### src/rtl/writeback_ctrl.sv
// MEM/WB pipeline latch with a one-cycle register-file write pulse, plus a
// per-register pending-write scoreboard (2-bit saturating counts, sticky error).
module writeback_ctrl #(
  parameter int unsigned WIDTH = 32
) (
  input  logic             clk,
  input  logic             rst_n,
  input  logic             mem_valid,
  input  logic             mem_regwrite,
  input  logic             mem_memtoreg,
  input  logic [4:0]       mem_rd,
  input  logic [WIDTH-1:0] mem_aluresult,
  input  logic [WIDTH-1:0] mem_readdata,
  input  logic             stall,
  input  logic             flush,
  input  logic             issue_valid,
  input  logic [4:0]       issue_rd,
  input  logic             kill_valid,
  input  logic [4:0]       kill_rd,
  input  logic [4:0]       chk_rs,
  input  logic [4:0]       chk_rt,
  output logic             regwrite,
  output logic [4:0]       rd,
  output logic [WIDTH-1:0] writedata,
  output logic             busy_rs,
  output logic             busy_rt,
  output logic             sb_err
);

  logic             valid_q, valid_d;
  logic             capt_q, capt_d;
  logic [4:0]       rd_q, rd_d;
  logic [WIDTH-1:0] wd_q, wd_d;
  logic [1:0]       cnt_q [32];
  logic [1:0]       cnt_d [32];
  logic             err_q, err_d;

  // valid_q marks a latched instruction that actually writes a nonzero
  // register; capt_q marks the cycle right after a fresh capture, so a
  // stalled latch never pulses twice.
  always_comb begin
    valid_d = valid_q;
    capt_d  = 1'b0;
    rd_d    = rd_q;
    wd_d    = wd_q;
    if (flush) begin
      valid_d = 1'b0;
    end else if (!stall) begin
      valid_d = mem_valid && mem_regwrite && (mem_rd != '0);
      capt_d  = 1'b1;
      rd_d    = mem_rd;
      wd_d    = mem_memtoreg ? mem_readdata : mem_aluresult;
    end
  end

  assign regwrite  = capt_q & valid_q;
  assign rd        = rd_q;
  assign writedata = wd_q;
  assign sb_err    = err_q;

  always_comb begin
    logic [4:0] ri;
    logic       inc;
    logic [1:0] dn;
    logic [2:0] up;
    err_d    = err_q;
    cnt_d[0] = '0;
    ri       = '0;
    inc      = 1'b0;
    dn       = '0;
    up       = '0;
    for (int unsigned r = 1; r < 32; r++) begin
      ri  = 5'(r);
      inc = issue_valid && (issue_rd == ri);
      dn  = {1'b0, regwrite && (rd_q == ri)} + {1'b0, kill_valid && (kill_rd == ri)};
      up  = {1'b0, cnt_q[ri]} + {2'b00, inc};
      // Net result of all three terms is clamped, not each term separately.
      if (up < {1'b0, dn}) begin
        cnt_d[ri] = '0;
        err_d     = 1'b1;
      end else if ((up - {1'b0, dn}) > 3'd3) begin
        cnt_d[ri] = 2'd3;
        err_d     = 1'b1;
      end else begin
        cnt_d[ri] = 2'(up - {1'b0, dn});
      end
    end
  end

  assign busy_rs = (chk_rs != '0) && (cnt_q[chk_rs] != '0);
  assign busy_rt = (chk_rt != '0) && (cnt_q[chk_rt] != '0);

  always_ff @(posedge clk or negedge rst_n) begin
    if (!rst_n) begin
      valid_q <= 1'b0;
      capt_q  <= 1'b0;
      rd_q    <= '0;
      wd_q    <= '0;
      cnt_q   <= '{default: '0};
      err_q   <= 1'b0;
    end else begin
      valid_q <= valid_d;
      capt_q  <= capt_d;
      rd_q    <= rd_d;
      wd_q    <= wd_d;
      cnt_q   <= cnt_d;
      err_q   <= err_d;
    end
  end

endmodule

### config.mk
export PLATFORM = sky130hd
export DESIGN_NAME = writeback_ctrl
export DESIGN_NICKNAME = d
export VERILOG_FILES = /design/src/rtl/writeback_ctrl.sv
export SDC_FILE = /design/constraint.sdc
export NUM_CORES = 1
export LEC_CHECK = 0
export ABC_AREA = 1
export CAP_MARGIN = 30
export CORE_MARGIN = 1.5
export CORE_UTILIZATION = 40
export CTS_CLUSTER_DIAMETER = 200
export CTS_CLUSTER_SIZE = 40
export DETAILED_ROUTE_END_ITERATION = 8
export PLACE_DENSITY = 0.64
export SETUP_SLACK_MARGIN = 0.05
export SYNTH_ARGS = -nofsm -noshare
export SYNTH_HDL_FRONTEND = slang
export SYNTH_SLANG_ARGS = --single-unit
### constraint.sdc
create_clock -name clk -period 2.53 [get_ports clk]
set_input_delay 0.506 -clock clk [delete_from_list [all_inputs] [get_ports clk]]
set_output_delay 0.506 -clock clk [all_outputs]
set_load 0.1 [all_outputs]
==> results of run 1 <==
[timing repair]
item	4_1_cts	5_1_grt
pin swaps	51	51
gates resized for setup	170	154
cloned	1	1
setup buffers	10	14
hold buffers	0	0
setup endpoints to repair	64	54
[sequential cells by signal, indices dropped and copies added (netlist names)]
signal and flops:
sb_err 1, cnt_q 62, capt_q 1, writedata 32
rd 5, valid_q 1
[layout make-up]
type | instances | share of cell area
flip-flops and latches | 102 | 0.1819
inverters | 275 | 0.07489
multi-input cells | 915 | 0.4934
well taps | 319 | 0.02824
repair buffers | 324 | 0.2002
clock inverters | 7 | 0.005400
clock buffers | 9 | 0.01593
[final timing paths]
| path | from | to | slack [ns] | cells past startpoint |
|---|---|---|---|---|
| min | rst_n | cnt_q[29] | 0.14 | 1 |
| min in group clk | writedata[4] | writedata[4] | 0.55 | 2 |
| min reg2reg | writedata[4] | writedata[4] | 0.55 | 2 |
| max in group asynchronous | rst_n | rd[0] | 1.64 | 2 |
| max | rd[0] | sb_err | -0.24 | 15 |
| max reg2reg | rd[0] | sb_err | -0.24 | 15 |
[cells by family after synthesis]
logic type	synth area share
flops	0.2618
fa+ha+maj	0.2864
compound gates	0.07443
simple gates	0.2518
xor+xnor	0.008982
buf+inv	0.1166
[routing by layer]
metal	GRT usage	part of all wire	routed length, µm
met5	0	0	0
met4	0.1068	0.044	1369
met3	0.05184	0.075	2348
met2	0.4222	0.48	14960
met1	0.3034	0.40	12550
[synth_stat cells (6+ instances only)]
library cell,instances
nand2_1,290
inv_1,269
nor2_1,193
ha_1,124
dfrtp_1,102
fa_1,62
o21ai_0,53
nand3_1,48
a31oi_1,32
a21oi_1,15
o21bai_1,15
and2_1,13
o21ai_1,11
or2_1,10
buf_2,9
clkbuf_1,9
nand3b_1,8
nor3_1,8
nand4_1,6
xnor2_1,6
[stage by stage]
stage | instances | hold WS (ns) | utilization
after floorplan | 1313 | 0.2104 | -
after global placement | 1911 | 0.5304 | 0.5397
after detailed placement | 1911 | 0.5421 | 0.5397
after CTS | 1937 | 0.1643 | 0.5749
after global routing | 1951 | 0.1886 | 0.5968
final | 1951 | 0.1417 | 0.5968
[power by group through the flow]
| stage | Clock, mW | Sequential, mW | Combinational [mW] |
|---|---|---|---|
| final | 1.48 | 2.74 | 4.93 |
| after global routing | 1.57 | 2.83 | 5.46 |
| after CTS | 1.52 | 2.73 | 4.72 |
| after detailed placement | 0 | 2.75 | 4.54 |
| after global placement | 0 | 2.73 | 4.44 |
| after floorplan | 0 | 3.19 | 2.39 |
[worst register-to-register path, stage by stage (launching register included)]
cell,delay [ns]
dfrtp_4,0.51
buf_4,0.15
nor2_4,0.20
nand2_2,0.13
nor2_4,0.14
ha_4,0.14
ha_2,0.17
inv_1,0.06
fa_2,0.40
xnor2_2,0.16
nor2_1,0.11
nand3_1,0.10
nor2_1,0.12
nand2_1,0.07
nor2_1,0.10
nand3_1,0.07
==> results.py, run 1 <==
metrics = {
    "status": {
        "status": "finished, violations left",
        "violations": "negative setup slack",
    },
    "setup_path": {
        "cp_cell_sequence": "buf_4 -> nor2_4 -> nand2_2 -> nor2_4 -> ha_4 -> ha_2 -> inv_1 -> fa_2 -> xnor2_2 -> nor2_1 -> nand3_1 -> nor2_1 -> nand2_1 -> nor2_1 -> nand3_1",
        "cp_max_fo": 4,
        "start_kind": "flip-flop",
        "worstPathRequired_ns": 2.77,
        "cp_top_family": "simple AND/OR/NAND/NOR gates",
        "crit_arrival_ns": 3.01,
        "worst_setup_path_end_kind": "flip-flop",
        "slowest_delay_ns": 0.51,
        "crit_path_top_delay_cell": "dfrtp_4",
        "crit_buf_inv": 2,
        "crit_top_cell": "nor2_1",
        "path_class": "flip-flop to flip-flop",
    },
    "detailed_routing": {
        "ant_nets": 0,
        "drt_first_pass_iters": 5,
        "totalWireLength_mm": 31.22,
        "post_drt_wl_per_cell_um": 16.00,
        "detail_route.vias_per_cell": 4.913,
        "drtIter0Drc": 544,
        "vias": 9586,
        "drc_errors": 0,
    },
    "sta": {
        "max_freq_mhz": 360.6,
        "final.setup.tns_ns": -0.3616,
        "finalClockSkew_ns": 0.01276,
        "maxSlewViolCount": 0,
        "worstMarginPinSlew_ns": 0.6182,
        "setup_ws_ns": -0.2428,
        "period_share": 1.096,
        "finalSetupViolCount": 5,
        "slew_headroom": 0.5879,
        "finalCriticalPeriod_ns": 2.773,
        "rsz0062_at_grt": "yes",
        "hold_viol": 0,
    },
    "cells_and_area": {
        "final_area_um2": 14130,
        "seq_area_um2": 2571,
        "flow.area_growth_from_synthesis_pct": 44.95,
        "nNetsFinal": 1911,
        "multi_input_area_um2": 6973,
        "final_cell_mix": "256 x nand2_1, 232 x inv_1, 201 x buf_4, 132 x nor2_1, 97 x dfrtp_1",
        "layout_commonest_cell": "nand2_1",
        "layout-drive-gt1-share": 0.3107,
        "fillers": 2160,
        "antenna_cells": 0,
    },
    "global_routing": {
        "grt_pass1_wl_mm": 49.27,
        "overflow": 0,
        "grt_pass1_vias": 9744,
        "grt_antenna_before_repair": 0,
        "grt_max_degree": 60,
        "grt_use_total": 0.2480,
    },
    "logic_synthesis": {
        "ys_types": 34,
        "synthCells": 1313,
        "synth_edf_count": 0,
        "syn_avg_cell_area_um2": 7.426,
        "synth_ff_type": "dfrtp_1",
        "ys_seq_area_frac": 0.2618,
        "synth_fp_nets": 1597,
        "ys_async_sr_fraction": 1.000,
        "ys_top_cells_by_area": "dfrtp_1 26%, ha_1 16%, fa_1 13%",
        "yosysTopAreaCell": "dfrtp_1",
        "synth_seq_cells": 102,
        "syn-cell-area_um2": 9751,
        "synth_top_area_frac": 0.2618,
        "ys_warn_count": 0,
    },
    "die": {
        "die_w_um": 159.1,
        "core-area_um2": 23680,
        "start_util": 0.4117,
        "die-area_um2": 25320,
        "ios": 139,
        "die_y_um": 159.1,
        "fp-row-count": 56,
    },
    "min_path": {
        "hp-class": "input pin to asynchronous set/reset pin",
    },
    "power_and_ir_drop": {
        "p_total_mw": 9.158,
        "p_leak_nw": 7.543,
        "internal_power_mw": 4.819,
        "powerDensity_nw_per_um2": 647.9,
        "switching_share": 0.4738,
        "p_clk_frac": 0.162,
        "switchingPower_mw": 4.339,
        "power_frac_comb": 0.539,
        "seqPwrFrac": 0.299,
        "ir_drop_mv": 0.3973,
    },
    "place": {
        "dpl_worst_slack_ns": -1.010,
        "placed_area_um2": 12780,
        "gp_congestion": 0.9910,
        "dp_hpwl_mm": 25.00,
        "io_buffers": 138,
    },
    "clock_network": {
        "numCtsBuffers": 9,
        "cts_buffer_depth": 2,
        "root_buffer": "clkbuf_16",
        "insertion_delay_ns": 0.37,
        "cts_max_level": 3,
        "clkTransAtPathRegs_ns": 0.08,
        "clkSinkCount": 102,
        "cts_tree": "done",
    },
    "run": {
        "max_cap_viol_count": 0,
    },
}
No activity file was read; power rests on OpenSTA's default activity.
==> inputs of run 2 (changes only) <==
--- a/config.mk
+++ b/config.mk
@@ -8,11 +8,11 @@
 export ABC_AREA = 1
 export CAP_MARGIN = 30
 export CORE_MARGIN = 1.5
-export CORE_UTILIZATION = 40
-export CTS_CLUSTER_DIAMETER = 200
+export CORE_UTILIZATION = 29
+export CTS_CLUSTER_DIAMETER = 150
 export CTS_CLUSTER_SIZE = 40
 export DETAILED_ROUTE_END_ITERATION = 8
-export PLACE_DENSITY = 0.64
+export PLACE_DENSITY = 0.5
 export SETUP_SLACK_MARGIN = 0.05
 export SYNTH_ARGS = -nofsm -noshare
 export SYNTH_HDL_FRONTEND = slang
==> results.py, run 2 (synthesis results as in run 1) <==
metrics = {
    "detailed_routing": {
        "dr_wl_met3_mm": 1.921,
        "totalWireLength_mm": 33.69,
        "drc_errors": 0,
        "vias": 9663,
        "top_layer": "met4",
        "drt_first_pass_iters": 5,
        "met1_length_mm": 14.81,
        "met2RoutedLength_mm": 15.97,
        "detail_route.vias_per_cell": 4.554,
        "drtIter0Drc": 498,
        "post_drt_wl_per_cell_um": 15.88,
        "ant_nets": 0,
    },
    "die": {
        "die-area_um2": 34730,
        "die_w_um": 186.4,
        "core-area_um2": 32780,
        "start_util": 0.2974,
        "ios": 139,
        "fp-row-count": 66,
        "die_y_um": 186.4,
    },
    "global_routing": {
        "grt_antenna_before_repair": 0,
        "grt_pass1_vias": 9955,
        "grt_use_total": 0.1963,
        "overflow": 0,
        "grt_pass1_wl_mm": 53.05,
        "grt_max_degree": 77,
    },
    "setup_path": {
        "r2r_setup_slack_ns": -0.27,
        "worst_setup_path_end_kind": "flip-flop",
        "cp_cell_sequence": "buf_12 -> nor2_4 -> buf_6 -> nand2_4 -> nor2_4 -> ha_4 -> inv_2 -> fa_1 -> nand2_1 -> o21bai_1 -> buf_4 -> nand2_2 -> nor2_2 -> nand2_1 -> nor2_4 -> nand3_2",
        "crit_path_top_delay_cell": "dfrtp_4",
        "worstPathRequired_ns": 2.80,
        "rr_worst_depth": 16,
        "reg2reg_from": "rd[0]",
        "r2r_end": "sb_err",
        "crit_arrival_ns": 3.07,
        "cp_max_fo": 3,
        "path_class": "flip-flop to flip-flop",
        "crit_top_cell": "nor2_4",
        "start_kind": "flip-flop",
        "slowest_delay_ns": 0.53,
        "cp_top_family": "simple AND/OR/NAND/NOR gates",
        "crit_buf_inv": 4,
    },
    "sta": {
        "max_freq_mhz": 357.5,
        "hold_viol": 0,
        "holdWs_ns": 0.07983,
        "final.setup.tns_ns": -0.6942,
        "worstMarginPinSlew_ns": 0.5190,
        "finalClockSkew_ns": 0.009981,
        "finalSetupViolCount": 5,
        "maxSlewViolCount": 0,
        "finalCriticalPeriod_ns": 2.797,
        "period_share": 1.106,
        "setup_ws_ns": -0.2673,
        "rsz0062_at_grt": "yes",
        "slew_headroom": 0.6540,
    },
    "clock_network": {
        "root_buffer": "clkbuf_16",
        "cts_buffer_depth": 2,
        "insertion_delay_ns": 0.38,
        "cts_tree": "done",
        "clkTransAtPathRegs_ns": 0.08,
        "numCtsBuffers": 9,
        "clkSinkCount": 102,
        "ctsHoldBuffers": 0,
        "cts_max_level": 3,
    },
    "min_path": {
        "hp-class": "input pin to asynchronous set/reset pin",
    },
    "place": {
        "io_buffers": 138,
        "gp_congestion": 0.9453,
        "dp_hpwl_mm": 26.72,
        "dpl_worst_slack_ns": -1.152,
    },
    "power_and_ir_drop": {
        "ir_drop_mv": 0.3530,
        "powerDensity_nw_per_um2": 618.0,
        "p_total_mw": 9.515,
        "p_leak_nw": 7.842,
    },
    "cells_and_area": {
        "layout-drive-gt1-share": 0.3988,
        "seq_area_um2": 2571,
        "largest_reg_flops": 62,
        "antenna_cells": 0,
        "final_cell_mix": "230 x nand2_1, 223 x buf_4, 216 x inv_1, 102 x nor2_1, 97 x dfrtp_1",
        "largest-register": "cnt_q",
        "multi_input_area_um2": 7582,
        "fillers": 3251,
        "fin_util": 0.4696,
        "layout_commonest_cell": "nand2_1",
        "flow.area_growth_from_synthesis_pct": 57.90,
        "nNetsFinal": 1959,
    },
    "status": {
        "status": "finished, violations left",
        "violations": "negative setup slack",
    },
    "run": {
        "max_cap_viol_count": 0,
    },
}
[run 2: cell count changes in the layout (fill, tap and decap cells not counted), moves of 16 or more]
cell     change
nand2_1     -26
buf_6       +26
inv_1       -16
nand2_2     +18
ha_4        +20
buf_4       +22
ha_1        -19
nor2_4      +19
nor2_1      -30
[run 2: worst reg2reg max path, stage by stage (launching register included)]
cell	delay (ns)
dfrtp_4	0.53
buf_12	0.15
nor2_4	0.16
buf_6	0.15
nand2_4	0.07
nor2_4	0.11
ha_4	0.14
inv_2	0.04
fa_1	0.49
nand2_1	0.05
o21bai_1	0.14
buf_4	0.16
nand2_2	0.06
nor2_2	0.12
nand2_1	0.10
nor2_4	0.15
nand3_2	0.07
[run 2: final cells by class]
type,count,area share
Multi-Input combinational cell,915,0.4925
Timing Repair Buffer,372,0.2154
Clock buffer,9,0.01463
Sequential cell,102,0.1670
Inverter,275,0.07022
Tap cell,442,0.03592
Clock inverter,7,0.004388
[run 2: layer usage]
metal  vias to the layer above  GRT usage
met5                         -          0
li1                       4784          -
met2                       251     0.3253
met4                         0    0.06879
met3                        47    0.04100
met1                      4581     0.2527
[run 2: worst max path at each step]
| stage | startpoint | to | slack, ns | depth (start not counted) |
|---|---|---|---|---|
| 6_report | rd[0] | sb_err | -0.27 | 16 |
| 2_1_floorplan | rd[4] | sb_err | 0.02 | 15 |
| 3_3_place_gp | kill_valid | sb_err | -1.22 | 17 |
| 4_1_cts | rd[0] | sb_err | -0.23 | 17 |
| 5_1_grt | rd[0] | sb_err | -0.39 | 16 |
| 3_5_place_dp | kill_valid | sb_err | -1.15 | 17 |
[run 2: power breakdown]
part	leakage, nW	internal [mW]	switching, mW	total [mW]
clock network	0.133	0.693	0.800	1.49
registers	1.27	2.16	0.608	2.77
logic	6.44	2.14	3.12	5.26
[run 2: timing repair]
item | in CTS | in global routing
gates resized for setup | 272 | 253
endpoints found under the setup margin | 65 | 53
buffers inserted | 32 | 18
hold endpoints to repair | 0 | 0
pin swaps | 64 | 110
cloned | 2 | 0
[run 2: through the flow]
step / cells / instance area [µm²]
2_1_floorplan: 1313 / 9931
3_3_place_gp: 2063 / 13150
3_5_place_dp: 2063 / 13150
4_1_cts: 2106 / 14480
5_1_grt: 2122 / 15400
6_report: 2122 / 15400
==> inputs of run 3 (changes only) <==
--- a/config.mk
+++ b/config.mk
@@ -17,3 +17,4 @@
 export SYNTH_ARGS = -nofsm -noshare
 export SYNTH_HDL_FRONTEND = slang
 export SYNTH_SLANG_ARGS = --single-unit
+export TNS_END_PERCENT = 100
==> results of run 3 <==
The final DEF is identical to that of run 2; final timing and power are the same.
